==> config.mk <==
export PLATFORM = sky130hd
export DESIGN_NAME = btn_deb_ev
export DESIGN_NICKNAME = d
export VERILOG_FILES = /design/src/rtl/btn_deb_ev.sv
export SDC_FILE = /design/constraint.sdc
export NUM_CORES = 1
export LEC_CHECK = 0
export CAP_MARGIN = 20
export CORE_MARGIN = 4
export CORE_UTILIZATION = 45
export CTS_BUF_LIST = sky130_fd_sc_hd__clkbuf_2 sky130_fd_sc_hd__clkbuf_4 sky130_fd_sc_hd__clkbuf_8
export DETAILED_ROUTE_END_ITERATION = 12
export GPL_TIMING_DRIVEN = 0
export HOLD_SLACK_MARGIN = 0.1
export PLACE_DENSITY = 0.68
export SYNTH_ARGS = -nofsm -noshare
export SYNTH_HDL_FRONTEND = slang
export SYNTH_SLANG_ARGS = --single-unit
==> constraint.sdc <==
create_clock -name clk -period 2.04 [get_ports clk]
set_input_delay 0.408 -clock clk [delete_from_list [all_inputs] [get_ports clk]]
set_output_delay 0.408 -clock clk [all_outputs]
set_load 0.01 [all_outputs]
==> src/rtl/btn_deb_ev.sv <==
// Multi-channel push-button conditioner: 2-FF sync, polarity normalise,
// stable-count debounce, press/release one-shots and long-press detection.
module btn_deb_ev #(
  parameter int BTN_WIDTH   = 8,
  parameter int CLK_FREQ_HZ = 12_000_000,
  parameter int DEB_MS      = 20,
  parameter int LONG_MS     = 1000,
  parameter int ACTIVE_LOW  = 1
) (
  input  logic                 clk,
  input  logic                 rst_n,
  input  logic [BTN_WIDTH-1:0] btn_in,
  output logic [BTN_WIDTH-1:0] btn_level,
  output logic [BTN_WIDTH-1:0] btn_press,
  output logic [BTN_WIDTH-1:0] btn_release,
  output logic [BTN_WIDTH-1:0] btn_long,
  output logic [BTN_WIDTH-1:0] btn_hold
);

  localparam int DEB_CYC  = CLK_FREQ_HZ / 1000 * DEB_MS;
  localparam int LONG_CYC = CLK_FREQ_HZ / 1000 * LONG_MS;
  localparam int DEB_W    = $clog2(DEB_CYC);
  localparam int HOLD_W   = (LONG_CYC > 1) ? $clog2(LONG_CYC) : 1;

  localparam logic [DEB_W-1:0]  DEB_LAST  = DEB_W'(DEB_CYC - 1);
  localparam logic [HOLD_W-1:0] HOLD_LAST = HOLD_W'((LONG_CYC > 0) ? (LONG_CYC - 1) : 0);
  localparam logic              IDLE_LVL  = (ACTIVE_LOW != 0);

  logic [BTN_WIDTH-1:0] r_s1;
  logic [BTN_WIDTH-1:0] r_s2;
  logic [BTN_WIDTH-1:0] w_raw;

  // Synchroniser resets to the idle pin level so reset release is not seen as a press.
  always_ff @(posedge clk or negedge rst_n) begin
    if (!rst_n) begin
      r_s1 <= {BTN_WIDTH{IDLE_LVL}};
      r_s2 <= {BTN_WIDTH{IDLE_LVL}};
    end else begin
      r_s1 <= btn_in;
      r_s2 <= r_s1;
    end
  end

  assign w_raw = r_s2 ^ {BTN_WIDTH{IDLE_LVL}};

  for (genvar g = 0; g < BTN_WIDTH; g++) begin : g_ch
    logic [DEB_W-1:0] r_deb_cnt;
    logic             r_lvl;
    logic             r_prs;
    logic             r_rel;
    logic             w_commit;
    logic             w_fall;

    assign w_commit = (w_raw[g] != r_lvl) && (r_deb_cnt == DEB_LAST);
    assign w_fall   = w_commit && r_lvl;

    always_ff @(posedge clk or negedge rst_n) begin
      if (!rst_n) begin
        r_deb_cnt <= '0;
        r_lvl     <= 1'b0;
        r_prs     <= 1'b0;
        r_rel     <= 1'b0;
      end else begin
        r_prs <= w_commit && !r_lvl;
        r_rel <= w_fall;
        if (w_raw[g] == r_lvl) begin
          r_deb_cnt <= '0;
        end else if (w_commit) begin
          r_deb_cnt <= '0;
          r_lvl     <= ~r_lvl;
        end else begin
          r_deb_cnt <= r_deb_cnt + 1'b1;
        end
      end
    end

    assign btn_level[g]   = r_lvl;
    assign btn_press[g]   = r_prs;
    assign btn_release[g] = r_rel;

    if (LONG_CYC > 0) begin : g_long
      logic [HOLD_W-1:0] r_hold_cnt;
      logic              r_long_p;
      logic              r_hold_l;
      logic              w_hit;

      // A release landing on the threshold edge wins; no long pulse is emitted.
      assign w_hit = r_lvl && !w_fall && !r_hold_l && (r_hold_cnt == HOLD_LAST);

      always_ff @(posedge clk or negedge rst_n) begin
        if (!rst_n) begin
          r_hold_cnt <= '0;
          r_long_p   <= 1'b0;
          r_hold_l   <= 1'b0;
        end else begin
          r_long_p <= w_hit;
          if (w_fall) begin
            r_hold_l <= 1'b0;
          end else if (w_hit) begin
            r_hold_l <= 1'b1;
          end
          if (!r_lvl) begin
            r_hold_cnt <= '0;
          end else if (r_hold_cnt != HOLD_LAST) begin
            r_hold_cnt <= r_hold_cnt + 1'b1;
          end
        end
      end

      assign btn_long[g] = r_long_p;
      assign btn_hold[g] = r_hold_l;
    end else begin : g_nolong
      assign btn_long[g] = 1'b0;
      assign btn_hold[g] = 1'b0;
    end
  end

endmodule

Word level (Yosys, flattened, before mapping)
Cells that the tools add are included.
Cells by class
  add/sub/neg operators: 16
  equal/unequal tests: 48
  muxes and demuxes: 48
  bitwise logic cells: 17
  reduce and logical (&&, ||, !) cells: 88
Operator list (number)
  2-to-1 mux 24 bit: 16
  2-to-1 mux 18 bit: 16
  adder 24 x 1 -> 24 bit (second input constant): 8
  == test 24 bit (second input constant): 8
  inequality test 24 bit (second input constant): 8
  adder 18 x 1 -> 18 bit (second input constant): 8
  == test 18 bit (second input constant): 8
  logical AND 1 bit: 48
  zero test 1 bit: 24
  2-to-1 mux 1 bit: 16
  inequality test 2 x 1 -> 1 bit (second input constant): 8
  NOT 1 bit: 16
  AND reduction 2 bit: 8
  nonzero test 2 bit: 8
  == test 1 bit: 8
  inequality test 1 bit: 8
  NOT 8 bit: 1
Word-level totals
  register bits after elaboration: 392
  logic and storage cells: 275

Logic depth before layout (Yosys ltp)
  depth after elaboration: 10
  depth in mapped cells: 8

Worst setup path before layout
No wires, ideal clock.
  kind: register -> register
  start point: register g_ch[0].g_long.r_hold_cnt[0]
  end point: register g_ch[0].g_long.r_hold_cnt[7]
  library setup time: 0.122 ns
  arrival: 1.839 ns
  data required time: 1.918 ns
  slack: 0.078 ns
  cell stages (with the launch flop): 8
  cells stage by stage: dfrtp_1 > ha_1 > nand3_2 > or3_4 > or3_1 > buf_2 > and3_4 > mux2i_1
On the way
  longest elaborated chain between the ends: 3
RTL lines
  start, declared: RTL line 82  | logic [HOLD_W-1:0] r_hold_cnt;
  start signal, assigned: RTL line 105  | r_hold_cnt <= r_hold_cnt + 1'b1;
  adder 24 x 1 -> 24 bit: RTL line 105
  2-to-1 mux 24 bit: RTL line 104  | end else if (r_hold_cnt != HOLD_LAST) begin
  2-to-1 mux 24 bit: RTL line 102  | if (!r_lvl) begin
Parallel ways exist; a longest one is shown, timed or not. The select of a mux whose other input is x is not followed.
A chain may end at the register's enable or synchronous reset.

Worst setup path in the final report
Ends and elaborated chain as after synthesis.

==> run metrics <==
leading area contributor after synthesis=dfrtp_1; Pleak=10.10 nW; drt total wl=36.49 mm; Final GP Congestion=0.8099; Clock Path Buffers=3; core area=0.04204 sq mm; hold depth=1; Synth Area in Compound Gates=3.925%; Detail Route Antenna Nets=0; row cnt=75; CP Class=register to register; Slew HR=52.64%; Root Buffer=clkbuf_8; required time worst endpoint=2.54 ns; outcome=finished, final reports clean; Worst Skew=0.02201 ns; RSZ-0062 raised after global routing=yes; most frequent cells after synthesis=dfrtp_1 (376), nor2_1 (253), xor2_1 (159); CTS sink count=392; Post-Synth Simple-Gate Area=27.59%; synthesized area per cell=10.02 sq um; Placed Area=0.02042 sq mm; io pins=50; xor/xnor share of the synthesized area=11.98%; final worst slack=0.02435 ns; Hold Path Class=input pin to register; Reg2Reg Capture Point=g_ch[0].g_long.r_hold_cnt[7]; Starting Density=45.57%; Placed Cells=2,504; Mapped Cells=1,912; Syn Nets=1,938; number of enable flip-flop cells after synthesis=0; post-synth top area share=49.11%; worst reg2reg path startpoint=g_ch[0].g_long.r_hold_cnt[0]; flop-to-flop setup slack=0.02 ns; Die Span Y=214.3 microns; Pre-antenna DRT Iters=5; Worst Tran Pin Value=0.7078 ns; dpl hpwl=23.22 mm; Die ar.=0.04594 sq mm; area share of fa/ha/maj cells after synthesis=1.045%; arrival time worst endpoint=2.52 ns; Hold Path Sink=r_s1[2]; drt wl/cell=13.71 microns; Layout Cells excl Fill=2,662; largest family of logic cells by synthesized area=simple AND/OR/NAND/NOR gates; most common flop cell mapped by yosys=dfrtp_1; YS warnings=0; Die Width=214.3 microns; mapped cell area=0.01916 sq mm; Hold Vio Cnt, Final=0; final instance area=0.02249 sq mm; Critical Path Fanout Max=5; H-tree depth=3; worst-skew pair later-pin latency=0.62 ns; #FFs+latches synth=392; CP Launch Type=register; Final Critical Period=2.016 ns; initial antenna violation count=0; post-place setup slack=-0.2534 ns; top-count cell post-synth=dfrtp_1; P&R area growth vs syn=17.37%; R2R depth=7; first-pass GRT wire length=65.01 mm; kind of end point of the critical path=register; vias in the first global route=14,220; final routed DRC violation total=0; starting DRC count in detailed routing=742; synth unique cells=63; largest cells by area after synthesis=dfrtp_1 (49%), xor2_1 (7.3%), nor2_1 (5.0%); Remaining Overflow, GRT=0; hold slack final=0.1986 ns; mux share of post-synthesis cell area=0.8359%; ant diodes=0; Final setup viols=0; layout cells sized above 1=14.27%; PD cells=716.5 mW/mm^2; final net count=2,093; vias=13,900; DR vias/cell=5.223; Hold Startpoint=btn_in[2]; fin crit share=98.81%; peak supply drop=0.4023 mV; Max Cap Violations=0; fmax=496.1 MHz; CTS tree=built; largest net degree at the start of global routing=122; CTS clk-pin slew, worst paths=0.06 ns; fin. max-slew vios=0; TritonCTS Buffers=70; Post-synth ARST share=100.0%; buffers added on ports=49; All-Layer GR Usage=16.10%; Seq/Total Area, Yosys=51.31%; Final Util=53.49%
## timing repair
action / CTS / global route
setup buffers: 18 / 16
resized for setup: 50 / 55
hold buffers: 1 / 0
setup endpoints to repair: 106 / 155
pin swaps: 7 / 13
endpoints found under the hold margin: 80 / 0
gates cloned: 0 / 1
## cell usage in the layout (no fill, tap or decap), drive strengths merged, types with 19 or more instances in the layout
| cell type | count |
|---|---|
| dlygate4sd2 | 25 |
| and2 | 100 |
| buf | 95 |
| dfrtp | 376 |
| and4 | 33 |
| inv | 28 |
| o21ai | 39 |
| nand2 | 132 |
| a21oi | 27 |
| nand4 | 87 |
| xor2 | 159 |
| nor2 | 253 |
| xnor2 | 103 |
| and3 | 48 |
| nor3 | 56 |
| nand3 | 131 |
| nand2b | 19 |
| clkbuf | 137 |
| nor4 | 36 |
| or3 | 26 |
## logic make-up after synthesis
kind of cell,Yosys count
and+or+nand+nor,984
DFF,392
xor gates and xnor gates,262
AOI/OAI and AO/OA,123
buffers and inverters,119
muxes,16
adders and majority gates,16
## report_power, final
part	total [mW]	internal, mW	leakage (nW)	switching (mW)
clock network	7.88	4.62	0.831	3.26
logic	0.335	0.0968	3.87	0.238
registers	7.90	7.85	5.40	0.0494
total	16.1	12.6	10.1	3.55
## registers in the layout (all words and copies together), names as in the netlist
| register | count |
|---|---|
| g_ch.g_long.r_long_p | 8 |
| r_s2 | 8 |
| g_ch.r_prs | 8 |
| r_s1 | 8 |
| g_ch.r_lvl | 8 |
| g_ch.r_deb_cnt | 144 |
| g_ch.r_rel | 8 |
| g_ch.g_long.r_hold_l | 8 |
| g_ch.g_long.r_hold_cnt | 192 |
## metrics by stage
stage / setup TNS (ns) / power, mW
floorplan: 0 / 8.140
global placement: -6413.73 / 8.362
detailed placement: -8.222 / 8.378
CTS: 0 / 16.43
global route: -0.2449 / 16.83
finish: 0 / 16.11
## worst max-delay path by stage
stage / from / end / slack, ns / cells past startpoint
after floorplan: g_ch[0].g_long.r_hold_cnt[0] / g_ch[0].g_long.r_hold_cnt[7] / 0.08 / 7
after global placement: rst_n / g_ch[1].r_deb_cnt[13] / -16.60 / 1
after detailed placement: g_ch[6].r_lvl / g_ch[6].r_deb_cnt[9] / -0.25 / 7
after CTS: g_ch[5].g_long.r_long_p / btn_long[5] / 0.0005 / 2
after global routing: g_ch[7].g_long.r_hold_cnt[0] / g_ch[7].g_long.r_hold_cnt[7] / -0.06 / 7
final: g_ch[0].g_long.r_hold_cnt[0] / g_ch[0].g_long.r_hold_cnt[7] / 0.02 / 7
## worst max-delay path: stages (launching register included)
cell and delay (ns):
dfrtp_1 0.42, ha_4 0.16, nand3_2 0.09, or3_4 0.43, or3_1 0.35, buf_2 0.17, and3_4 0.19, mux2i_1 0.10
## final cells by class
| cell class | count | area (sq um) |
|---|---|---|
| timing repair buffer | 89 | 849.6 |
| buffer | 86 | 520.5 |
| multi-input combinational | 1401 | 8966 |
| clock inverter | 22 | 193.9 |
| inverter | 27 | 101.3 |
| sequential | 392 | 9834 |
| tap | 539 | 674.4 |
| fill | 3739 | 19550 |
| clock buffer | 106 | 1346 |
## per-layer routing
metal / up-vias / global-route usage (%) / routed length [microns]
met5: - / 0 / 0
met4: 0 / 5.100 / 752
met3: 60 / 3.670 / 1263
met2: 149 / 26.22 / 17350
met1: 6794 / 21.56 / 17120
li1: 6900 / - / -
Note: power is estimated with default switching activity, not from simulation.
